## src/rtl/wb_regfile.sv

```systemverilog
// Write-back stage and 32-entry architectural register file.
// Selects the write-back value, commits it, bypasses it to the ID read ports and counts retired writes.
module wb_regfile #(
    parameter int DATA_W = 32,
    parameter int ADDR_W = 5,
    parameter int CNT_W  = 32,
    parameter int BYPASS = 1
) (
    input  logic              clk,
    input  logic              reset,
    input  logic              stall,
    input  logic [DATA_W-1:0] ReadData_in,
    input  logic [DATA_W-1:0] ALUResult_in,
    input  logic [ADDR_W-1:0] WriteReg_in,
    input  logic              RegWrite_in,
    input  logic              MemtoReg_in,
    input  logic [ADDR_W-1:0] ReadReg1_in,
    input  logic [ADDR_W-1:0] ReadReg2_in,
    output logic [DATA_W-1:0] ReadData1_out,
    output logic [DATA_W-1:0] ReadData2_out,
    output logic [DATA_W-1:0] WriteData_out,
    output logic              WriteEn_out,
    output logic [CNT_W-1:0]  RetireCount_out,
    output logic [CNT_W-1:0]  LoadCount_out
);
    localparam int DEPTH = 1 << ADDR_W;

    logic [DATA_W-1:0] r_mem [DEPTH];
    logic              r_stall_q;
    logic [CNT_W-1:0]  r_retire_cnt;
    logic [CNT_W-1:0]  r_load_cnt;

    logic [DATA_W-1:0] w_wdata;
    logic              w_wen;
    logic [ADDR_W-1:0] w_raddr [2];
    logic [DATA_W-1:0] w_rdata [2];

    assign w_wdata = MemtoReg_in ? ReadData_in : ALUResult_in;
    assign w_wen   = RegWrite_in && (WriteReg_in != '0);

    assign w_raddr[0] = ReadReg1_in;
    assign w_raddr[1] = ReadReg2_in;

    genvar gi;
    generate
        for (gi = 0; gi < 2; gi++) begin : g_rd
            logic w_hit;
            assign w_hit = (BYPASS != 0) && w_wen && (w_raddr[gi] == WriteReg_in);
            // r0 is forced to zero explicitly so it never depends on array contents.
            assign w_rdata[gi] = (w_raddr[gi] == '0) ? '0 :
                                 w_hit               ? w_wdata :
                                                       r_mem[w_raddr[gi]];
        end
    endgenerate

    always_ff @(posedge clk or posedge reset) begin
        if (reset) begin
            for (int i = 0; i < DEPTH; i++) begin
                r_mem[i] <= '0;
            end
            r_stall_q    <= 1'b0;
            r_retire_cnt <= '0;
            r_load_cnt   <= '0;
        end else begin
            r_stall_q <= stall;
            if (w_wen) begin
                r_mem[WriteReg_in] <= w_wdata;
                // A held entry repeats its write but is only counted on its first edge.
                if (!r_stall_q) begin
                    r_retire_cnt <= r_retire_cnt + 1'b1;
                    if (MemtoReg_in) begin
                        r_load_cnt <= r_load_cnt + 1'b1;
                    end
                end
            end
        end
    end

    assign ReadData1_out   = w_rdata[0];
    assign ReadData2_out   = w_rdata[1];
    assign WriteData_out   = w_wdata;
    assign WriteEn_out     = w_wen;
    assign RetireCount_out = r_retire_cnt;
    assign LoadCount_out   = r_load_cnt;
endmodule

```

## config.mk

```make
export PLATFORM = sky130hd
export DESIGN_NAME = wb_regfile
export DESIGN_NICKNAME = d
export VERILOG_FILES = /design/src/rtl/wb_regfile.sv
export SDC_FILE = /design/constraint.sdc
export NUM_CORES = 2
export LEC_CHECK = 0
export ABC_AREA = 1
export CORE_MARGIN = 2
export CORE_UTILIZATION = 55
export DETAILED_ROUTE_END_ITERATION = 8
export DONT_BUFFER_PORTS = 1
export PLACE_DENSITY = 0.81
export SLEW_MARGIN = 20
export SYNTH_ARGS = -nofsm -noshare
export SYNTH_HDL_FRONTEND = slang
export SYNTH_SLANG_ARGS = --single-unit
```

## constraint.sdc

```tcl
create_clock -name clk -period 41.8 [get_ports clk]
set_clock_uncertainty 0.2 [all_clocks]
set_input_delay 0 -clock clk [delete_from_list [all_inputs] [get_ports clk]]
set_output_delay 0 -clock clk [all_outputs]
set_load 0.02 [all_outputs]
```

==> flow_summary.toml <==
[status]
status = "complete, but fails checks"
violations = "design-rule violations, max-slew violations"

[setup_path]
crit_type = "in2out"
cp-start-kind = "input port"
worstPathRequired_ns = 41.60
crit_cells = 9
cp_max_fo = 900
crit_path_end_kind = "output port"
arrival_ns = 6.67
cp_num_buf_inv = 3
cp_top_family = "buffers and inverters"
worstPathCellList = "inv_4 -> buf_4 -> buf_4 -> o21ai_0 -> nand3_1 -> nand3_1 -> a21oi_1 -> nor2_1 -> nor2_1"
slowest_delay_ns = 1.82
slowest_stage = "inv_4"
worstRegToRegCells = 5

[floorplan]
die_height_um = 339.5
core_um2 = 112000
dieWidth_um = 339.5
die_area_um2 = 115200
std_cell_rows = 123
io_pins = 245
start_util = 0.5525

[global_routing]
grt_first_pass_wirelength_mm = 348.7
overflow = 0
antenna_found_initial = 8
track_usage = 0.3919
grt_pass1_vias = 58437
top_usage_layer = "met2"
met2_usage = 0.5629
use_met3 = 0.1364
grt_util_met1 = 0.5104
grt_max_degree = 901

[power]
powerDensity_nw_per_um2 = 48.19
p_leak_uw = 0.02978
combPwrFrac = 0.210
p_switching_uw = 1029
ir_worst_vdd_uv = 42.13
switching_share = 0.3230
internal_power_uw = 2158
pwr-share-seq = 0.449
p_clk_frac = 0.342

[final_layout]
syn_to_final_growth_pct = 6.865
drive_above_1_share = 0.05375
fillers = 9858
finalNetCount = 8105
multiInputGateArea_um2 = 28370
finalNonFillerCells = 9617
seqCellArea_um2 = 27250

[sta]
layout_min_cycle_time_ns = 6.872
worstMarginPinSlew_ns = 4.557
finalHoldViolations = 0
rsz0062_at_grt = "false"
setup_viol = 0
max_freq_mhz = 145.5
fin_ws_ns = 34.93
drv_slew = 1439
finalCritPeriodShare = 0.1644
relSlewSlack = -2.038
setup-tns-final_ns = 0
holdWs_ns = 0.07226

[synth]
postSynthCellCount = 8481
synth_area_um2 = 61900
yosys_warnings = 0
synth-seq-cells = 1089
yosys.area.top_type = "dfrtp_1"
syn-num-nets = 8567
synth_top_area_share = 0.4403
synth_area_leaders = "dfrtp_1, nand2_1, o21ai_0"
yosysSeqAreaShare = 0.4403
syn_avg_cell_area_um2 = 7.298
synth_cell_types = 39

[placed_design]
io_buffers = 0
pre_cts_ws_ns = 38.32
place.gp.congestion = 0.8925
dp.cells = 9316
dp_hpwl_mm = 122.7

[detailed_routing]
drt_wl_total_mm = 233.7
via_per_inst = 6.508
via_count = 62584
dr.pass1.iters = 9
drc_errors = 9
wl_per_cell_um = 24.30
drt_iter0_markers = 10970
antenna_left = 0

[clocking]
worstSkewPairLatency_ns = 0.71
clkSinkCount = 1089
htreeDepth = 3
clk_pin_slew_ns = 0.06
cts_inserted_buffers = 113
cts_tree = "done"
clock_path_buffers = 3
cts-root-buf = "clkbuf_16"

[worst_hold_path]
hold_path_class = "in2reg"
hold_depth = 4

[flow_run]
cap_violations = 0
sequential cells by signal (all words and copies together), names as in the netlist:
name,flops
r_mem,1024
RetireCount_out,32
r_stall_q,1
LoadCount_out,32
cell families (layout without fill, tap and decap cells):
logic type,Yosys count,after routing,share of synthesized area
buf+inv,1551,1181,0.1027
simple gates,3387,3387,0.2347
other cells,0,6,0
flops,1089,1089,0.4403
xor+xnor,59,59,0.008349
compound gates,2393,2393,0.2136
fa+ha+maj,2,2,0.0004042
cell usage after synthesis, drive strengths merged:
master	number
nand4	19
xor2	39
o21ai	1306
nor3b	1
or2	65
inv	776
nor4	4
clkbuf	396
buf	376
clkinv	2
ha	2
o211ai	494
a21oi	590
nand2	1918
a21boi	1
nand3b	4
and3	2
nor3	39
nor2	382
a211oi	2
xnor2	20
bufinv	1
nand3	953
dfrtp	1089
power by group through the flow:
stage                     sequential, µW  combinational, µW  clock, µW
final                               1430                668       1090
after global routing                1450                743       1130
after CTS                           1420                643       1080
after detailed placement            1440                628          0
after global placement              1430                601          0
after floorplan                     1410                522          0
layer usage:
layer  vias to the layer above  routed length, µm
met5                         -                 42
met4                         6              15800
met3                      1119              39560
met2                      5108              96560
met1                     29131              81710
li1                      27220                  -
what timing repair did:
action | CTS | global route
endpoints found under the hold margin | 1218 | 0
gates resized for setup | 0 | 0
setup buffers | 0 | 0
hold buffers | 88 | 0
cell usage in the layout, fill, tap and decap left out, drive strengths merged, types with 4 or more instances in the layout:
master and n:
clkinv 13, nand3 953, dlygate4sd3 86, o211ai 494, diode 6, dfrtp 1089, inv 784, or2 65
nand2 1918, bufinv 14, a21oi 590, clkbuf 175, nor2 382, nor4 4, buf 109, xnor2 20
nor3 39, xor2 39, nand3b 4, nand4 19, o21ai 1306
through the flow:
step	util	instance area (µm²)	total power, µW
floorplan	-	61900	1934
global placement	0.5470	61290	2029
detailed placement	0.5471	61300	2066
CTS	0.5902	66130	3146
global route	0.5903	66140	3321
finish	0.5904	66140	3187
area by class of cell:
class                      count  area share
multi-input combinational   5841      0.4290
sequential                  1089      0.4120
clock buffer                 175     0.05130
inverter                     779     0.04506
tap                         1500     0.02837
timing repair buffer         195     0.02607
clock inverter                32    0.008020
antenna                        6   0.0002270
final timing paths:
| kind | from | to | slack [ns] |
|---|---|---|---|
| max in group asynchronous | reset | r_mem[918] | 38.53 |
| max reg2reg | r_stall_q | LoadCount_out[20] | 39.34 |
| max | ReadReg1_in[0] | ReadData1_out[14] | 34.93 |
| min in group asynchronous | reset | r_mem[412] | 0.38 |
| min reg2reg | r_mem[994] | r_mem[994] | 0.18 |
| min | MemtoReg_in | r_mem[694] | 0.07 |
worst min-delay path: cells and delay by family:
family                 cells  cell delay (ns)
AOI/OAI and AO/OA          2             0.18
buffers and inverters      2             0.76
No activity file was read; power rests on OpenSTA's default activity.
